===== src/rtl/mpu_pkg.sv =====
// Shared definitions for the MPU systolic-array job scheduler.
package mpu_pkg;

   // Systolic array edge length (int8 operands).
   localparam int unsigned SA_DIM      = 8;
   // Default watchdog limit in RUN cycles.
   localparam int unsigned TIMEOUT_DEF = 64;

   typedef enum logic [2:0] {
      StIdle,
      StGrant,
      StClear,
      StRun,
      StDone,
      StAbort
   } state_e;

endpackage


===== src/rtl/rr_arb.sv =====
// Round-robin priority pick: first requester at or after i_ptr, wrapping modulo NREQ.
module rr_arb #(
   parameter int unsigned  NREQ = 2,
   localparam int unsigned IW   = $clog2(NREQ)
) (
   input  logic [NREQ-1:0] i_req,
   input  logic [IW-1:0]   i_ptr,
   output logic            o_valid,
   output logic [IW-1:0]   o_idx
);

   // Scan from the farthest offset back to ptr so the nearest requester wins.
   always_comb begin
      int          w_pos;
      logic [IW-1:0] w_sel;
      o_valid = 1'b0;
      o_idx   = '0;
      w_pos   = 0;
      w_sel   = '0;
      for (int k = int'(NREQ) - 1; k >= 0; k--) begin
         w_pos = (int'(i_ptr) + k) % int'(NREQ);
         w_sel = IW'(w_pos);
         if (i_req[w_sel]) begin
            o_valid = 1'b1;
            o_idx   = w_sel;
         end
      end
   end

endmodule


===== src/rtl/mpu_sched.sv =====
// Job scheduler that time-shares one systolic array between NREQ requesters.
module mpu_sched
   import mpu_pkg::*;
#(
   parameter int unsigned  NREQ    = 2,
   parameter int unsigned  TIMEOUT = TIMEOUT_DEF,
   localparam int unsigned IW      = $clog2(NREQ)
) (
   input  logic            i_clk,
   input  logic            i_rst,
   input  logic [NREQ-1:0] i_req,
   output logic [NREQ-1:0] o_gnt,
   output logic [IW-1:0]   o_gnt_idx,
   output logic [NREQ-1:0] o_done,
   output logic            o_sa_rst,
   output logic            o_sa_control,
   input  logic            i_sa_busy,
   output logic            o_err,
   output logic [7:0]      o_last_cycles
);

   state_e          r_state;
   logic [IW-1:0]   r_ptr;
   logic [IW-1:0]   r_owner;
   logic [NREQ-1:0] r_gnt;
   logic [NREQ-1:0] r_done;
   logic            r_sa_rst;
   logic            r_sa_ctrl;
   logic            r_err;
   logic [7:0]      r_last;
   logic [7:0]      r_run_cnt;

   logic            w_arb_valid;
   logic [IW-1:0]   w_arb_idx;
   logic [NREQ-1:0] w_arb_oh;
   logic [NREQ-1:0] w_own_oh;
   logic [IW-1:0]   w_ptr_nxt;
   logic            w_own_req;
   logic            w_job;
   logic            w_drop;
   logic            w_timeout;

   rr_arb #(
      .NREQ(NREQ)
   ) u_arb (
      .i_req  (i_req),
      .i_ptr  (r_ptr),
      .o_valid(w_arb_valid),
      .o_idx  (w_arb_idx)
   );

   assign w_arb_oh  = NREQ'(1) << w_arb_idx;
   assign w_own_oh  = NREQ'(1) << r_owner;
   assign w_ptr_nxt = (r_owner == IW'(NREQ - 1)) ? '0 : r_owner + IW'(1);
   assign w_own_req = i_req[r_owner];
   assign w_job     = (r_state == StGrant) || (r_state == StClear) || (r_state == StRun);
   assign w_drop    = w_job && !w_own_req;
   // TIMEOUT >= 32, so the busy-ignore window never overlaps the watchdog limit.
   assign w_timeout = (r_state == StRun) && w_own_req && i_sa_busy &&
                      (r_run_cnt >= 8'(TIMEOUT));

   // Scheduler FSM; every output is registered together with the state it belongs to.
   always_ff @(posedge i_clk) begin
      if (i_rst) begin
         r_state   <= StIdle;
         r_ptr     <= '0;
         r_owner   <= '0;
         r_gnt     <= '0;
         r_done    <= '0;
         r_sa_rst  <= 1'b0;
         r_sa_ctrl <= 1'b0;
         r_err     <= 1'b0;
         r_last    <= '0;
         r_run_cnt <= '0;
      end else begin
         r_done <= '0;
         if (w_drop || w_timeout) begin
            // Abandon the job: hold the array in reset and release the grant.
            r_gnt     <= '0;
            r_sa_rst  <= 1'b0;
            r_sa_ctrl <= 1'b0;
            r_ptr     <= w_ptr_nxt;
            r_state   <= StAbort;
            if (w_timeout) r_err <= 1'b1;
         end else begin
            case (r_state)
               StIdle: begin
                  r_gnt     <= '0;
                  r_sa_rst  <= 1'b1;
                  r_sa_ctrl <= 1'b0;
                  if (w_arb_valid) begin
                     r_owner <= w_arb_idx;
                     r_gnt   <= w_arb_oh;
                     r_state <= StGrant;
                  end
               end
               StGrant: begin
                  r_sa_rst <= 1'b0;
                  r_state  <= StClear;
               end
               StClear: begin
                  r_sa_rst  <= 1'b1;
                  r_sa_ctrl <= 1'b1;
                  r_run_cnt <= 8'd1;
                  r_state   <= StRun;
               end
               StRun: begin
                  // Busy is not trusted during the first two RUN cycles (stale low).
                  if ((r_run_cnt > 8'd2) && !i_sa_busy) begin
                     r_sa_ctrl <= 1'b0;
                     r_done    <= w_own_oh;
                     r_last    <= r_run_cnt;
                     r_ptr     <= w_ptr_nxt;
                     r_state   <= StDone;
                  end else begin
                     r_run_cnt <= r_run_cnt + 8'd1;
                  end
               end
               StDone: begin
                  r_gnt   <= '0;
                  r_state <= StIdle;
               end
               StAbort: begin
                  r_sa_rst <= 1'b1;
                  r_state  <= StIdle;
               end
               default: r_state <= StIdle;
            endcase
         end
      end
   end

   assign o_gnt         = r_gnt;
   assign o_gnt_idx     = r_owner;
   assign o_done        = r_done;
   assign o_sa_rst      = r_sa_rst;
   assign o_sa_control  = r_sa_ctrl;
   assign o_err         = r_err;
   assign o_last_cycles = r_last;

endmodule


===== config.mk =====
export PLATFORM = sky130hd
export DESIGN_NAME = mpu_sched
export DESIGN_NICKNAME = d
export VERILOG_FILES = /design/src/rtl/mpu_pkg.sv /design/src/rtl/rr_arb.sv /design/src/rtl/mpu_sched.sv
export SDC_FILE = /design/constraint.sdc
export NUM_CORES = 1
export LEC_CHECK = 0
export CELL_PAD_IN_SITES_DETAIL_PLACEMENT = 1
export CELL_PAD_IN_SITES_GLOBAL_PLACEMENT = 2
export CORE_UTILIZATION = 33
export CTS_BUF_LIST = sky130_fd_sc_hd__clkbuf_8
export CTS_CLUSTER_DIAMETER = 100
export DETAILED_ROUTE_END_ITERATION = 12
export GPL_ROUTABILITY_DRIVEN = 0
export PLACE_DENSITY_LB_ADDON = 0.1
export SYNTH_ARGS = -nofsm -noshare
export SYNTH_HDL_FRONTEND = slang
export SYNTH_SLANG_ARGS = --single-unit

===== constraint.sdc =====
create_clock -name i_clk -period 1.87 [get_ports i_clk]
set_input_delay 0.374 -clock i_clk [delete_from_list [all_inputs] [get_ports i_clk]]
set_output_delay 0.374 -clock i_clk [all_outputs]
set_load 0.02 [all_outputs]

==> results of run 1 <==
[cell usage in the layout, fill, tap and decap left out, drive strengths merged, types with 2 or more instances in the layout]
master and instances:
nor4 3, clkbuf 3, a31oi 5, a211oi 2, o311ai 2, dfxtp 28, nand2 12, nand4 3
clkdlybuf4s50 20, and3 2, mux2i 4, a21oi 18, a21o 3, inv 2, mux2 2, nand3 14
nor2 12, nor2b 2, buf 18, o31ai 4, o21ai 14
[per-stage QoR]
step | area [sq um] | setup slack [ns]
after floorplan | 1350 | 0.337
after global placement | 1710 | -0.0761
after detailed placement | 1710 | -0.167
after CTS | 1790 | 0.0539
after global routing | 1790 | 0.0207
final | 1790 | 0.0743
[where the power goes]
group          total (W)  switching (W)  leakage [nW]  internal (W)
Clock           0.000489       0.000202        0.0357      0.000287
Sequential      0.000647      0.0000237         0.227      0.000623
Combinational   0.000255       0.000144         0.384      0.000110
[kinds of logic (layout without fill, tap and decap cells)]
logic type | count (synthesis) | in the layout | synth area share [%]
and+or+nand+nor | 55 | 55 | 23.2
AOI/OAI and AO/OA | 52 | 52 | 25.2
DFF | 28 | 28 | 41.6
buffers and inverters | 9 | 45 | 3.81
muxes | 6 | 6 | 5.20
adders and majority gates | 1 | 1 | 0.929
[layer usage]
metal  wire (um)  up-vias
met3         106        4
met1        1880      598
met2        1770       21
li1            -      627
met4          32        0
met5           0        -
[state kept, by name, summed over array words and instances (netlist names)]
signal and flops:
o_gnt_idx 1, r_state 3, o_sa_control 1, o_done 2
o_last_cycles 8, o_gnt 2, o_err 1, r_run_cnt 8
o_sa_rst 1, r_ptr 1
[how the worst max path moves through the flow]
stage                                           end  slack [ns]  depth (start not counted)
after CTS                                 o_gnt_idx        0.05                          1
after global routing                      o_gnt_idx        0.02                          1
after global placement    r_run_cnt[4]$_SDFFE_PP0P_       -0.08                          6
after detailed placement  r_run_cnt[5]$_SDFFE_PP0P_       -0.17                          6
final                                     o_gnt_idx        0.07                          1
after floorplan                  r_ptr$_SDFFE_PP0P_        0.34                          4
[cell type report]
cell class / instances / area, sq um / share of cell area (%)
multi-input cells: 114 / 734 / 41.1
flip-flops and latches: 28 / 561 / 31.4
repair buffers: 38 / 348 / 19.5
well taps: 48 / 60.1 / 3.36
clock buffers: 3 / 41.3 / 2.31
clock inverters: 1 / 30.0 / 1.68
inverters: 3 / 11.3 / 0.631
==> reports/metrics.yaml, run 1 <==
result_of_the_run: "completed"
count_of_cells_resized_by_post_cts_repair: 0
drv_cap: 0
first_global_vias: 1348
worst_path_largest_cell_delay_ns: 0.66
number_of_synthesized_flops_with_an_enable_pin: 0
gr-max-usage-layer: "met2"
cts_root_buf: "clkbuf_8"
fp_rows: 22
reg2reg_slack_ns: 0.17
cp_max_fo: 7
port_buffers: 20
worstPathRequired_ns: 1.50
htree_levels: 1
num-fill-cells: 465
timing.reg2reg.worst_path_depth: 5
synth_area_sq_um: 1350
num_vias: 1250
grt_first_pass_wirelength_um: 6580
syn-num-nets: 157
capture_point_of_the_worst_reg_to_reg_path: "r_run_cnt[5]$_SDFFE_PP0P_"
global_route.usage.total_pct: 20.2
critPathTopFamily: "buffers and inverters"
cts.sinks: 28
totalWireLength_um: 3790
asyncSetResetFlopFracSynth_pct: 0
start_util_pct: 35.4
fin_clk_skew_ns: 0.00505
grt_antenna_before_repair: 0
detail-route-antenna-nets: 0
post_route_drc_violation_count: 0
final_layout_size_suffix_gt1_share_pct: 19.3
timing.hold.worst.class: "register to register"
post-cts-setup-buffer-count: 0
ys_warn_count: 0
die_height_um: 65.9
syn_avg_cell_area_sq_um: 8.92
grt_max_degree: 17
synthesis.instances: 151
routedWlPerCell_um: 16.1
report.final.hold_viol_count: 0
ioPinCount: 21
starting_drt_drc_count: 60
min_path_cells: 2
vdd_drop_max_v: 0.000267
final_min_period_over_clock_period_pct: 96.0
hold_buffers: 0
dieArea_sq_um: 4340
cts_max_path_buffers: 2
grt.met2_usage_pct: 31.9
r2r_start: "r_run_cnt[2]$_SDFFE_PP0P_"
diodes: 0
synth_most_common_cell: "dfxtp_1"
worst_setup_path_end_kind: "primary output"
final_core_util_pct: 47.0
finalSetupViolCount: 0
dominant_register_cell_in_the_synthesized_netlist: "dfxtp_1"
cts_tree: "built"
netlist-cell-type-count: 45
sequential_cell_area_fraction_in_the_yosys_report_pct: 41.6
clock.fmax_mhz: 557
critical_path_startpoint: "o_gnt_idx$_SDFFE_PP0P_"
final_cells: 235
p_per_area_nw_per_um2: 779
total_leakage_power_nw: 0.647
grt_setup_unrepaired: "false"
use_met1_pct: 27.1
drt-vias-per-instance: 5.32
max_slew_violation_count: 0
globalRoute.totalOverflow: 0
design_power_total_w: 0.00139
areaGrowthSynthToFinish_pct: 32.6
cts_inserted_buffers: 3
die_w_um: 65.9
drtPass1Iterations: 5
yosys.area.top_type: "dfxtp_1"
worst_setup_path_start_kind: "register"
tightest_slew_ns: 0.407
timing.setup.tns_ns: 0
path_cells: "clkdlybuf4s50_1"
fin_hold_ws_ns: 0.465
place.detailed.hpwl_um: 2740
critPathKind: "register to primary output"
yosys_reg_bits: 28
fp.coreArea_sq_um: 3800
post_synth_main_area_contributors: "dfxtp_1 (42%), a21oi_1 (6.3%), nand3_1 (4.8%), o21ai_0 (4.8%), nor4_4 (3.2%)"
clkTransAtPathRegs_ns: 0.10
timing.critical_path.slowest_stage_cell: "clkdlybuf4s50_1"
post-route-min-period_ns: 1.80
insertion_delay_ns: 0.28
hold_path_end: "o_last_cycles[7]$_SDFFE_PP0P_"
cell_count_after_placement: 231
worst_slew_margin_rel_pct: 72.3
netlist.area_leader.share_pct: 41.6
worst-endpoint-arrival_ns: 1.42
hold_path.startpoint: "o_last_cycles[7]$_SDFFE_PP0P_"
grt.met3_usage_pct: 3.10
ys_top_cells_by_count: "dfxtp_1 (28), a21oi_1 (17), nand3_1 (13), o21ai_0 (13)"
worst-path-buf-inv: 1
nets: 194
Note: power is estimated with default switching activity, not from simulation.
==> inputs of run 2 (changes only) <==
--- a/config.mk
+++ b/config.mk
@@ -9,7 +9,7 @@
 export CELL_PAD_IN_SITES_GLOBAL_PLACEMENT = 2
 export CORE_UTILIZATION = 33
 export CTS_BUF_LIST = sky130_fd_sc_hd__clkbuf_8
-export CTS_CLUSTER_DIAMETER = 100
+export CTS_CLUSTER_DIAMETER = 50
 export DETAILED_ROUTE_END_ITERATION = 12
 export GPL_ROUTABILITY_DRIVEN = 0
 export PLACE_DENSITY_LB_ADDON = 0.1
==> results of run 2 <==
Same layout as run 1: the final DEF is identical, and so are final timing and power.
==> inputs of run 3 (changes only) <==
--- a/config.mk
+++ b/config.mk
@@ -11,7 +11,6 @@
 export CTS_BUF_LIST = sky130_fd_sc_hd__clkbuf_8
 export CTS_CLUSTER_DIAMETER = 50
 export DETAILED_ROUTE_END_ITERATION = 12
-export GPL_ROUTABILITY_DRIVEN = 0
 export PLACE_DENSITY_LB_ADDON = 0.1
 export SYNTH_ARGS = -nofsm -noshare
 export SYNTH_HDL_FRONTEND = slang
==> results of run 3 <==
Same layout as run 1: the final DEF is identical, and so are final timing and power.
